## config.mk

```make
export PLATFORM = sky130hd
export DESIGN_NAME = ecc_err_logger_flat
export DESIGN_NICKNAME = d
export VERILOG_FILES = /design/src/rtl/ecc_err_logger_if.sv /design/src/rtl/ecc_err_logger.sv /design/src/flat_wrapper.sv
export SDC_FILE = /design/constraint.sdc
export NUM_CORES = 1
export LEC_CHECK = 0
export ABC_AREA = 1
export CORE_UTILIZATION = 50
export DETAILED_ROUTE_END_ITERATION = 8
export PLACE_DENSITY = 0.74
export SYNTH_ARGS = -nofsm -noshare
export SYNTH_HDL_FRONTEND = slang
export SYNTH_SLANG_ARGS = --single-unit
```

## constraint.sdc

```tcl
create_clock -name clk -period 2.9 [get_ports clk]
set_clock_uncertainty 0.15 [all_clocks]
set_input_delay 0.435 -clock clk [delete_from_list [all_inputs] [get_ports clk]]
set_output_delay 0.435 -clock clk [all_outputs]
set_load 0.1 [all_outputs]
```

## src/rtl/ecc_err_logger_if.sv

```systemverilog
// ecc_err_logger_if
// Bundles the error-event sideband, the software log-pop port and the
// counter/interrupt status of the central ECC error logger.
//   master : producers + software side (drives src_*, log_ready,
//            corr_thresh, cnt_clear; observes everything else)
//   slave  : the logger itself
// Signals:
//   src_valid/src_severity/src_addr/src_syndrome -> per-source event
//   src_ready        <- per-source accept (one-hot grant)
//   log_valid/log_*  <- FIFO head entry, log_ready -> pop
//   log_level        <- FIFO occupancy
//   corr_cnt/fatal_cnt/drop_cnt/overflow <- saturating counters, sticky drop
//   corr_thresh      -> corrected-interrupt threshold (0 disables)
//   irq_corr/irq_fatal <- interrupts
//   cnt_clear        -> clears counters and stickies
interface ecc_err_logger_if #(
  parameter int N_SRC      = 4,
  parameter int ADDR_WIDTH = 12,
  parameter int LOG_DEPTH  = 8,
  parameter int CNT_WIDTH  = 16
) ();
  localparam int SRC_W = (N_SRC > 1) ? $clog2(N_SRC) : 1;
  localparam int LVL_W = $clog2(LOG_DEPTH) + 1;

  logic [N_SRC-1:0]            src_valid;
  logic [4*N_SRC-1:0]          src_severity;
  logic [ADDR_WIDTH*N_SRC-1:0] src_addr;
  logic [8*N_SRC-1:0]          src_syndrome;
  logic [N_SRC-1:0]            src_ready;

  logic                        log_valid;
  logic                        log_ready;
  logic [SRC_W-1:0]            log_src;
  logic [3:0]                  log_severity;
  logic [ADDR_WIDTH-1:0]       log_addr;
  logic [7:0]                  log_syndrome;
  logic [LVL_W-1:0]            log_level;

  logic [CNT_WIDTH-1:0]        corr_cnt;
  logic [CNT_WIDTH-1:0]        fatal_cnt;
  logic [CNT_WIDTH-1:0]        drop_cnt;
  logic                        overflow;
  logic [CNT_WIDTH-1:0]        corr_thresh;
  logic                        irq_corr;
  logic                        irq_fatal;
  logic                        cnt_clear;

  modport master (
    output src_valid, src_severity, src_addr, src_syndrome,
    output log_ready, corr_thresh, cnt_clear,
    input  src_ready, log_valid, log_src, log_severity, log_addr,
    input  log_syndrome, log_level, corr_cnt, fatal_cnt, drop_cnt,
    input  overflow, irq_corr, irq_fatal
  );

  modport slave (
    input  src_valid, src_severity, src_addr, src_syndrome,
    input  log_ready, corr_thresh, cnt_clear,
    output src_ready, log_valid, log_src, log_severity, log_addr,
    output log_syndrome, log_level, corr_cnt, fatal_cnt, drop_cnt,
    output overflow, irq_corr, irq_fatal
  );
endinterface

```

## src/rtl/ecc_err_logger.sv

```systemverilog
// ecc_err_logger
// Central receiver of ECC/parity error events. Round-robin arbitrates
// among N_SRC producers (one accept per cycle, producers never stalled),
// logs accepted events in a first-word-fall-through FIFO, and keeps
// saturating corrected/fatal/dropped counters plus interrupts.
// Ports:
//   clk   : clock
//   rst_n : asynchronous active-low reset
//   bus   : ecc_err_logger_if.slave (event inputs, log pop port, status)
module ecc_err_logger #(
  parameter int N_SRC      = 4,
  parameter int ADDR_WIDTH = 12,
  parameter int LOG_DEPTH  = 8,
  parameter int CNT_WIDTH  = 16
) (
  input  logic              clk,
  input  logic              rst_n,
  ecc_err_logger_if.slave   bus
);
  localparam int SRC_W = (N_SRC > 1) ? $clog2(N_SRC) : 1;
  localparam int LVL_W = $clog2(LOG_DEPTH) + 1;
  localparam int PTR_W = $clog2(LOG_DEPTH);
  localparam int ENT_W = SRC_W + 4 + ADDR_WIDTH + 8;
  localparam logic [LVL_W-1:0]     LVL_FULL = LVL_W'(LOG_DEPTH);
  localparam logic [CNT_WIDTH-1:0] CNT_MAX  = {CNT_WIDTH{1'b1}};

  // Saturating increment: counters stick at all-ones instead of wrapping.
  function automatic logic [CNT_WIDTH-1:0] sat_inc(input logic [CNT_WIDTH-1:0] v);
    if (v == CNT_MAX) begin
      sat_inc = v;
    end else begin
      sat_inc = v + CNT_WIDTH'(1'b1);
    end
  endfunction

  logic [SRC_W-1:0]      r_rr;
  logic [ENT_W-1:0]      r_mem [LOG_DEPTH];
  logic [PTR_W-1:0]      r_wptr;
  logic [PTR_W-1:0]      r_rptr;
  logic [LVL_W-1:0]      r_level;
  logic [CNT_WIDTH-1:0]  r_corr;
  logic [CNT_WIDTH-1:0]  r_fatal;
  logic [CNT_WIDTH-1:0]  r_drop;
  logic                  r_ovf;
  logic                  r_irq_fatal;

  logic                  w_found;
  logic [SRC_W-1:0]      w_grant;
  logic [N_SRC-1:0]      w_ready;
  logic [3:0]            w_sev;
  logic [ADDR_WIDTH-1:0] w_addr;
  logic [7:0]            w_syn;
  logic                  w_full;
  logic                  w_push;
  logic                  w_pop;
  logic                  w_drop;
  logic                  w_is_corr;
  logic                  w_is_fatal;
  logic [CNT_WIDTH-1:0]  w_corr_nxt;
  logic [CNT_WIDTH-1:0]  w_fatal_nxt;
  logic [CNT_WIDTH-1:0]  w_drop_nxt;
  logic                  w_ovf_nxt;
  logic                  w_irq_fatal_nxt;

  // Round-robin grant: first scan sources at or above the pointer, then wrap
  // to those below it; the chosen source's event fields are muxed out.
  always_comb begin
    w_found = 1'b0;
    w_grant = '0;
    w_ready = '0;
    w_sev   = 4'h0;
    w_addr  = '0;
    w_syn   = 8'h00;
    for (int i = 0; i < N_SRC; i++) begin
      if (!w_found && bus.src_valid[i] && (i >= int'(r_rr))) begin
        w_found    = 1'b1;
        w_grant    = SRC_W'(i);
        w_ready[i] = 1'b1;
        w_sev      = bus.src_severity[4*i +: 4];
        w_addr     = bus.src_addr[ADDR_WIDTH*i +: ADDR_WIDTH];
        w_syn      = bus.src_syndrome[8*i +: 8];
      end else begin
        w_found = w_found;
      end
    end
    for (int i = 0; i < N_SRC; i++) begin
      if (!w_found && bus.src_valid[i] && (i < int'(r_rr))) begin
        w_found    = 1'b1;
        w_grant    = SRC_W'(i);
        w_ready[i] = 1'b1;
        w_sev      = bus.src_severity[4*i +: 4];
        w_addr     = bus.src_addr[ADDR_WIDTH*i +: ADDR_WIDTH];
        w_syn      = bus.src_syndrome[8*i +: 8];
      end else begin
        w_found = w_found;
      end
    end
  end

  // Fullness is judged on the registered level, before any same-cycle pop,
  // so full+pop+accept still drops.
  assign w_full     = (r_level == LVL_FULL);
  assign w_push     = w_found & ~w_full;
  assign w_drop     = w_found & w_full;
  assign w_pop      = (r_level != '0) & bus.log_ready;
  assign w_is_corr  = w_found & ((w_sev == 4'd1) | (w_sev == 4'd2));
  assign w_is_fatal = w_found & (w_sev >= 4'd3);

  // Counter/sticky next state: a clear is applied first, then the event of
  // the same cycle, so a clear never swallows a coincident event.
  always_comb begin
    w_corr_nxt      = r_corr;
    w_fatal_nxt     = r_fatal;
    w_drop_nxt      = r_drop;
    w_ovf_nxt       = r_ovf;
    w_irq_fatal_nxt = r_irq_fatal;
    if (bus.cnt_clear) begin
      w_corr_nxt      = '0;
      w_fatal_nxt     = '0;
      w_drop_nxt      = '0;
      w_ovf_nxt       = 1'b0;
      w_irq_fatal_nxt = 1'b0;
    end else begin
      w_ovf_nxt = r_ovf;
    end
    if (w_is_corr) begin
      w_corr_nxt = sat_inc(w_corr_nxt);
    end else begin
      w_corr_nxt = w_corr_nxt;
    end
    if (w_is_fatal) begin
      w_fatal_nxt     = sat_inc(w_fatal_nxt);
      w_irq_fatal_nxt = 1'b1;
    end else begin
      w_irq_fatal_nxt = w_irq_fatal_nxt;
    end
    if (w_drop) begin
      w_drop_nxt = sat_inc(w_drop_nxt);
      w_ovf_nxt  = 1'b1;
    end else begin
      w_drop_nxt = w_drop_nxt;
    end
  end

  // Round-robin pointer moves past the granted source on every accept.
  always_ff @(posedge clk or negedge rst_n) begin
    if (!rst_n) begin
      r_rr <= '0;
    end else if (w_found) begin
      r_rr <= (w_grant == SRC_W'(N_SRC - 1)) ? '0 : (w_grant + SRC_W'(1'b1));
    end
  end

  // Log FIFO storage, pointers (wrap naturally, depth is a power of two)
  // and occupancy.
  always_ff @(posedge clk or negedge rst_n) begin
    if (!rst_n) begin
      for (int i = 0; i < LOG_DEPTH; i++) begin
        r_mem[i] <= '0;
      end
      r_wptr  <= '0;
      r_rptr  <= '0;
      r_level <= '0;
    end else begin
      if (w_push) begin
        r_mem[r_wptr] <= {w_grant, w_sev, w_addr, w_syn};
        r_wptr        <= r_wptr + PTR_W'(1'b1);
      end
      if (w_pop) begin
        r_rptr <= r_rptr + PTR_W'(1'b1);
      end
      case ({w_push, w_pop})
        2'b10:   r_level <= r_level + LVL_W'(1'b1);
        2'b01:   r_level <= r_level - LVL_W'(1'b1);
        default: r_level <= r_level;
      endcase
    end
  end

  // Counters and sticky flags.
  always_ff @(posedge clk or negedge rst_n) begin
    if (!rst_n) begin
      r_corr      <= '0;
      r_fatal     <= '0;
      r_drop      <= '0;
      r_ovf       <= 1'b0;
      r_irq_fatal <= 1'b0;
    end else begin
      r_corr      <= w_corr_nxt;
      r_fatal     <= w_fatal_nxt;
      r_drop      <= w_drop_nxt;
      r_ovf       <= w_ovf_nxt;
      r_irq_fatal <= w_irq_fatal_nxt;
    end
  end

  assign bus.src_ready = w_ready;
  assign bus.log_valid = (r_level != '0);
  assign bus.log_level = r_level;
  assign {bus.log_src, bus.log_severity, bus.log_addr, bus.log_syndrome} = r_mem[r_rptr];
  assign bus.corr_cnt  = r_corr;
  assign bus.fatal_cnt = r_fatal;
  assign bus.drop_cnt  = r_drop;
  assign bus.overflow  = r_ovf;
  assign bus.irq_fatal = r_irq_fatal;
  // Threshold compare is live so a threshold rewrite takes effect at once.
  assign bus.irq_corr  = (bus.corr_thresh != '0) && (r_corr >= bus.corr_thresh);
endmodule

```

## src/flat_wrapper.sv

```systemverilog
// flat-port wrapper written by rule: the top's interface ports become plain ports
module ecc_err_logger_flat 
#(
  parameter int N_SRC      = 4,
  parameter int ADDR_WIDTH = 12,
  parameter int LOG_DEPTH  = 8,
  parameter int CNT_WIDTH  = 16
)
  (clk, rst_n, bus_src_valid, bus_src_severity, bus_src_addr, bus_src_syndrome, bus_log_ready, bus_corr_thresh, bus_cnt_clear, bus_src_ready, bus_log_valid, bus_log_src, bus_log_severity, bus_log_addr, bus_log_syndrome, bus_log_level, bus_corr_cnt, bus_fatal_cnt, bus_drop_cnt, bus_overflow, bus_irq_corr, bus_irq_fatal);
  ecc_err_logger_if #(.N_SRC(N_SRC), .ADDR_WIDTH(ADDR_WIDTH), .LOG_DEPTH(LOG_DEPTH), .CNT_WIDTH(CNT_WIDTH)) bus_i ();
  input  logic clk;
  input  logic rst_n;
  input wire logic [$bits(bus_i.src_valid)-1:0] bus_src_valid;
  input wire logic [$bits(bus_i.src_severity)-1:0] bus_src_severity;
  input wire logic [$bits(bus_i.src_addr)-1:0] bus_src_addr;
  input wire logic [$bits(bus_i.src_syndrome)-1:0] bus_src_syndrome;
  input wire logic [$bits(bus_i.log_ready)-1:0] bus_log_ready;
  input wire logic [$bits(bus_i.corr_thresh)-1:0] bus_corr_thresh;
  input wire logic [$bits(bus_i.cnt_clear)-1:0] bus_cnt_clear;
  output wire logic [$bits(bus_i.src_ready)-1:0] bus_src_ready;
  output wire logic [$bits(bus_i.log_valid)-1:0] bus_log_valid;
  output wire logic [$bits(bus_i.log_src)-1:0] bus_log_src;
  output wire logic [$bits(bus_i.log_severity)-1:0] bus_log_severity;
  output wire logic [$bits(bus_i.log_addr)-1:0] bus_log_addr;
  output wire logic [$bits(bus_i.log_syndrome)-1:0] bus_log_syndrome;
  output wire logic [$bits(bus_i.log_level)-1:0] bus_log_level;
  output wire logic [$bits(bus_i.corr_cnt)-1:0] bus_corr_cnt;
  output wire logic [$bits(bus_i.fatal_cnt)-1:0] bus_fatal_cnt;
  output wire logic [$bits(bus_i.drop_cnt)-1:0] bus_drop_cnt;
  output wire logic [$bits(bus_i.overflow)-1:0] bus_overflow;
  output wire logic [$bits(bus_i.irq_corr)-1:0] bus_irq_corr;
  output wire logic [$bits(bus_i.irq_fatal)-1:0] bus_irq_fatal;
  assign bus_i.src_valid = bus_src_valid;
  assign bus_i.src_severity = bus_src_severity;
  assign bus_i.src_addr = bus_src_addr;
  assign bus_i.src_syndrome = bus_src_syndrome;
  assign bus_i.log_ready = bus_log_ready;
  assign bus_i.corr_thresh = bus_corr_thresh;
  assign bus_i.cnt_clear = bus_cnt_clear;
  assign bus_src_ready = bus_i.src_ready;
  assign bus_log_valid = bus_i.log_valid;
  assign bus_log_src = bus_i.log_src;
  assign bus_log_severity = bus_i.log_severity;
  assign bus_log_addr = bus_i.log_addr;
  assign bus_log_syndrome = bus_i.log_syndrome;
  assign bus_log_level = bus_i.log_level;
  assign bus_corr_cnt = bus_i.corr_cnt;
  assign bus_fatal_cnt = bus_i.fatal_cnt;
  assign bus_drop_cnt = bus_i.drop_cnt;
  assign bus_overflow = bus_i.overflow;
  assign bus_irq_corr = bus_i.irq_corr;
  assign bus_irq_fatal = bus_i.irq_fatal;
  ecc_err_logger #(.N_SRC(N_SRC), .ADDR_WIDTH(ADDR_WIDTH), .LOG_DEPTH(LOG_DEPTH), .CNT_WIDTH(CNT_WIDTH)) u_core (.clk(clk), .rst_n(rst_n), .bus(bus_i));
endmodule
```

# Word level (Yosys, flattened, before mapping)
# Cells that the tools add are included.
# W data, S select, Z words.
word_totals:
  reg_bits: 270
  latch_bits: 0
  ram_bits: 0
  romBits: 0
  inputBits: 120
  output_inout_bits: 86
  mem_count: 0
classes:
  addsub: 8
  n_mul: 0
  div: 0
  n_lt_le_gt_ge: 11
  eq_ne: 9
  shifts: 0
  mux: 60
  bitwise: 9
  n_reduce_logical: 25
op_table:
  columns: ["operator", "count"]
  rows:
  - ["$bwmux W208", 1]
  - ["$mux W16", 9]
  - ["$mux W12", 7]
  - ["$bmux W26 S3", 1]
  - ["$demux W26 S3", 1]
  - ["$mux W26", 3]
  - ["$mux W8", 7]
  - ["$add A16 B1 Y16 const B", 3]
  - ["$eq A16 B16 Y1 const B", 3]
  - ["$mux W4", 7]
  - ["$mux W1", 17]
  - ["$ge A16 B16 Y1", 1]
  - ["$reduce_bool A16 Y1", 1]
  - ["$logic_and A1 B1 Y1", 14]
  - ["$mux W2", 6]
  - ["$ge A4 B4 Y1 const B", 2]
  - ["$not A3 Y4", 2]
  - ["$pmux W4 S2", 1]
  - ["$add A3 B1 Y3 const B", 2]
  - ["$logic_not A1 Y1", 6]
  - ["$reduce_bool A2 Y1", 3]
  - ["$and A1 B1 Y1", 5]
  - ["$add A4 B1 Y4 const B", 1]
  - ["$eq A2 B2 Y1 const B", 2]
  - ["15 further kinds", 17]

# Logic depth before layout (Yosys ltp)
logic_depth:
  depth_word: 30
  ltp_mapped: 15
  depth_no_buf: 14

# Least setup slack after synthesis
# No wires, ideal clock.
synth_path:
  kind: "reg-to-output"
  startpoint: "register u_core.r_rptr[0]"
  endpoint: "output port bus_log_addr[0]"
  t_arrival_ns: 2.960
  t_required_ns: 2.315
  setup_slack_ns: -0.645
  stages_incl_launch_ff: 9
  cell_sequence: "dfrtp_1 clkbuf_1 inv_1 clkbuf_1 clkbuf_1 nor2_1 o22ai_1 nor2_1 a31oi_1"
synth_between:
  elab_chain_len: 4
synth_rtl:
  columns: ["element", "line", "rtl"]
  rows:
  - ["from (decl)", "ecc_err_logger.sv:39", "logic [PTR_W-1:0] r_rptr;"]
  - ["from (signal assigned)", "ecc_err_logger.sv:170", "r_rptr <= r_rptr + PTR_W'(1'b1);"]
  - ["$not A3 Y4 (not written as such)", "ecc_err_logger.sv:200", "assign {bus.log_src, bus.log_severity, bus.log_addr, bus.log_syndrome} = r_mem[r_rptr];"]
  - ["$bmux W26 S3", "ecc_err_logger.sv:200", null]
  - ["$mux W26 (not written as such) (2 in series)", "ecc_err_logger.sv:200", null]
  - ["to (decl)", "flat_wrapper.sv:24", "output wire logic [$bits(bus_i.log_addr)-1:0] bus_log_addr;"]
# No other way between the ends. The select of a mux whose other input is x is not followed.

# Worst setup path after layout
layout_path:
  startpoint: "register u_core.r_rptr[0]"
  endpoint: "output port bus_log_syndrome[7]"
layout_between:
  elab_chain_len: 4
layout_rtl:
  columns: ["element", "line", "rtl"]
  rows:
  - ["$not A3 Y4 (not written as such)", "ecc_err_logger.sv:200", null]
  - ["$bmux W26 S3", "ecc_err_logger.sv:200", null]
  - ["$mux W26 (not written as such) (2 in series)", "ecc_err_logger.sv:200", null]
  - ["to (decl)", "flat_wrapper.sv:25", "output wire logic [$bits(bus_i.log_syndrome)-1:0] bus_log_syndrome;"]
# No other way between the ends. The select of a mux whose other input is x is not followed.

==> out/qor.csv <==
stage,metric,value,unit
critical_path,reg2reg_slack,0.40,ns
detailed_routing,wl_per_cell,19.0,um
critical_path,worstPathBufferInverterCount,3,
sta,fin_crit_sh,0.995,
detailed_routing,postRouteAntennaNets,0,
yosys,synth_cell_types,38,
critical_path,critPathTopFamily,buffers and inverters,
die,rows,63,
power,p_leak,10.1,nW
clocking,cts_root_buf,clkbuf_16,
critical_path,r2r_end,u_core.r_mem[106],
critical_path,endpoint_kind,output port,
yosys,yosysTopAreaCell,dfrtp_1,
global_route,grt_antenna_before_repair,2,
yosys,yosysSeqAreaShare,0.445,
placement,io_buffers,205,
yosys,synth_edf_count,0,
final_layout,post-route-util,0.682,
detailed_routing,first_pass_iters,6,
clocking,clock-sinks,270,
clocking,clk_latency,0.56,ns
clocking,path_clk_slew,0.06,ns
placement,gp_congestion,0.948,
sta,tightestPinTransition,0.782,ns
die,die-area,0.0311,sq mm
yosys,synthTopCellsByCount,"nand2_1 (787), nor2_1 (277), dfrtp_1 (270)",
yosys,postSynth.asyncResetShare,1.00,
clocking,cts_tree,done,
critical_path,cp.arrival,2.30,ns
die,die_x,176,um
global_route,grt_pass1_vias,15663,
clocking,cts_buffer_depth,3,
yosys,netlist.area_leader.share,0.445,
global_route,grt_start_max_net_pins,77,
yosys,ys_ff_latch,270,
critical_path,crit_top_cell,nor2_1,
critical_path,slowest_stage,dfrtp_4,
sta,relSlewSlack,0.478,
flow_run,maxCapViolations,0,
critical_path,ff2ff_path_depth,9,
power,power-per-cell-area,1270,mW/mm^2
placement,dp_hpwl,35.8,mm
yosys,synth_area_leaders,"dfrtp_1 (45%), nand2_1 (19%), nor2_1 (6.8%)",
detailed_routing,routed_wl,53.3,mm
critical_path,timing.rr.start,u_core.r_rr[0],
die,chipHeight,176,um
critical_path,critical_path_class,flop to output port,
die,pin_count,206,
outcome,status,completed,
yosys,syn_nets,2285,
clocking,cts_buffers,31,
yosys,yosysMostFrequentCell,nand2_1,
final_layout,nNetsFinal,2545,
power,peakVddDrop,0.000947,V
placement,dp.cells,2739,
detailed_routing,viasPerCell,5.69,
global_route,grt_pass1_wl,83.0,mm
die,start_util,0.511,
detailed_routing,drt_iter0_markers,1855,
global_route,gr-total-overflow,0,
sta,setup_viol,0,
critical_path,crit_path_max_incr_delay,0.54,ns
yosys,avgSynthCellArea,7.09,sq um
min_path,hold_path_class,input pin to asynchronous set/reset pin,
sta,min_period,2.88,ns
clocking,cts_htree_levels,1,
sta,fmax,347,MHz
yosys,synth_cells,2140,
sta,slew_viol_final,0,
final_layout,area_delta_synth_final,33.6,%
critical_path,crit_path_cell_trace,buf_4 > buf_8 > nor2_1 > nor2_1 > o21ai_0 > a31oi_4 > buf_12,
detailed_routing,vias,15993,
die,core,0.0297,sq mm
final_layout,layout-drive-gt1-share,0.146,
global_route,grt.total_usage,0.338,
yosys,synth_ff_type,dfrtp_1,
yosys,ys.warnings.count,0,
sta,hold_viol,0,
detailed_routing,drc,0,
critical_path,required,2.32,ns
yosys,netlist_area,0.0152,sq mm
critical_path,startpoint_type,flop,
final_layout,stdcell_count,2809,
critical_path,path_max_fanout,13,
how the worst max path moves through the flow:
| stage | startpoint | end | slack (ns) | cells past startpoint |
|---|---|---|---|---|
| after floorplan | u_core.r_rptr[0] | bus_log_addr[0] | -0.08 | 8 |
| final | u_core.r_rptr[0] | bus_log_syndrome[7] | 0.02 | 7 |
| after detailed placement | bus_cnt_clear | u_core.bus.drop_cnt[6] | 0.03 | 12 |
| after CTS | u_core.r_rptr[1] | bus_log_severity[2] | 0.03 | 7 |
| after global placement | bus_cnt_clear | u_core.bus.corr_cnt[1] | 0.06 | 13 |
| after global routing | u_core.r_rptr[0] | bus_log_addr[9] | -0.05 | 7 |
state kept, by name (all words and copies together) (netlist names), 2 cells and up:
signal and flops:
u_core.r_wptr 3, u_core.r_rr 2, u_core.bus.log_level 4, u_core.bus.drop_cnt 16, u_core.r_rptr 3, u_core.r_mem 208, u_core.bus.corr_cnt 16, u_core.bus.fatal_cnt 16
cell families (layout without fill, tap and decap cells):
logic type               after synthesis  after routing  synth area share
buffers and inverters                251            529            0.0671
flip-flops                           270            270             0.445
XOR/XNOR                              39             39            0.0225
AO/OA/AOI/OAI                        274            274             0.100
other                                  0              1                 0
AND/OR/NAND/NOR                     1281           1281             0.344
adder cells (fa/ha/maj)               25             25            0.0206
through the flow:
step / setup TNS, ns / setup slack, ns / area (sq um) / power, mW / hold slack [ns]
2_1_floorplan: -0.141 / -0.0792 / 15600 / 15.7 / -0.0106
3_3_place_gp: 0 / 0.0644 / 18900 / 20.8 / 0.293
5_1_grt: -0.0524 / -0.0520 / 20300 / 27.0 / 0.335
4_1_cts: 0 / 0.0284 / 20000 / 25.3 / 0.322
6_report: 0 / 0.0158 / 20300 / 25.7 / 0.287
3_5_place_dp: 0 / 0.0253 / 18900 / 21.1 / 0.299
routing by layer:
layer  track usage  part of all wire
met5             0           0.00024
met4         0.124             0.030
met3        0.0687             0.091
met2         0.547              0.47
met1         0.449              0.41
report_power, final:
group	internal [mW]	leakage [nW]	switching, mW
Sequential	5.18	3.47	0.805
Clock	2.46	0.512	1.58
Combinational	5.31	6.12	10.4
Total	12.9	10.1	12.8
final cells by class:
| type | instances | area [sq um] |
|---|---|---|
| Fill cell | 2458 | 9440 |
| Multi-Input combinational cell | 1619 | 7840 |
| Sequential cell | 270 | 6770 |
| Timing Repair Buffer | 340 | 3610 |
| Clock buffer | 41 | 883 |
| Inverter | 138 | 532 |
| Tap cell | 390 | 488 |
| Clock inverter | 10 | 153 |
| Antenna cell | 1 | 2.50 |
repair_timing:
| action | 4_1_cts | 5_1_grt |
|---|---|---|
| endpoints found under the setup margin | 8 | 24 |
| setup buffers | 0 | 12 |
| resized for setup | 4 | 25 |
| cloned | 1 | 4 |
| pin swaps | 0 | 5 |
| hold buffers | 1 | 0 |
| endpoints found under the hold margin | 63 | 0 |
cells in the final DEF, fill, tap and decap left out, types with 8 or more instances in the layout:
cell / instances
o22ai_1: 26
buf_12: 48
nand4_1: 42
nand2_1: 787
clkdlybuf4s50_1: 118
inv_1: 125
dfrtp_2: 8
xnor2_1: 10
buf_4: 161
clkbuf_16: 34
nor2_2: 11
a21oi_1: 10
inv_2: 10
a31oi_4: 24
o21ai_0: 176
xor2_1: 29
ha_1: 24
dfrtp_1: 261
nor3_1: 17
nor2_1: 273
a221oi_1: 20
nand3_1: 125
o21ai_1: 11
Note: power is estimated with default switching activity, not from simulation.
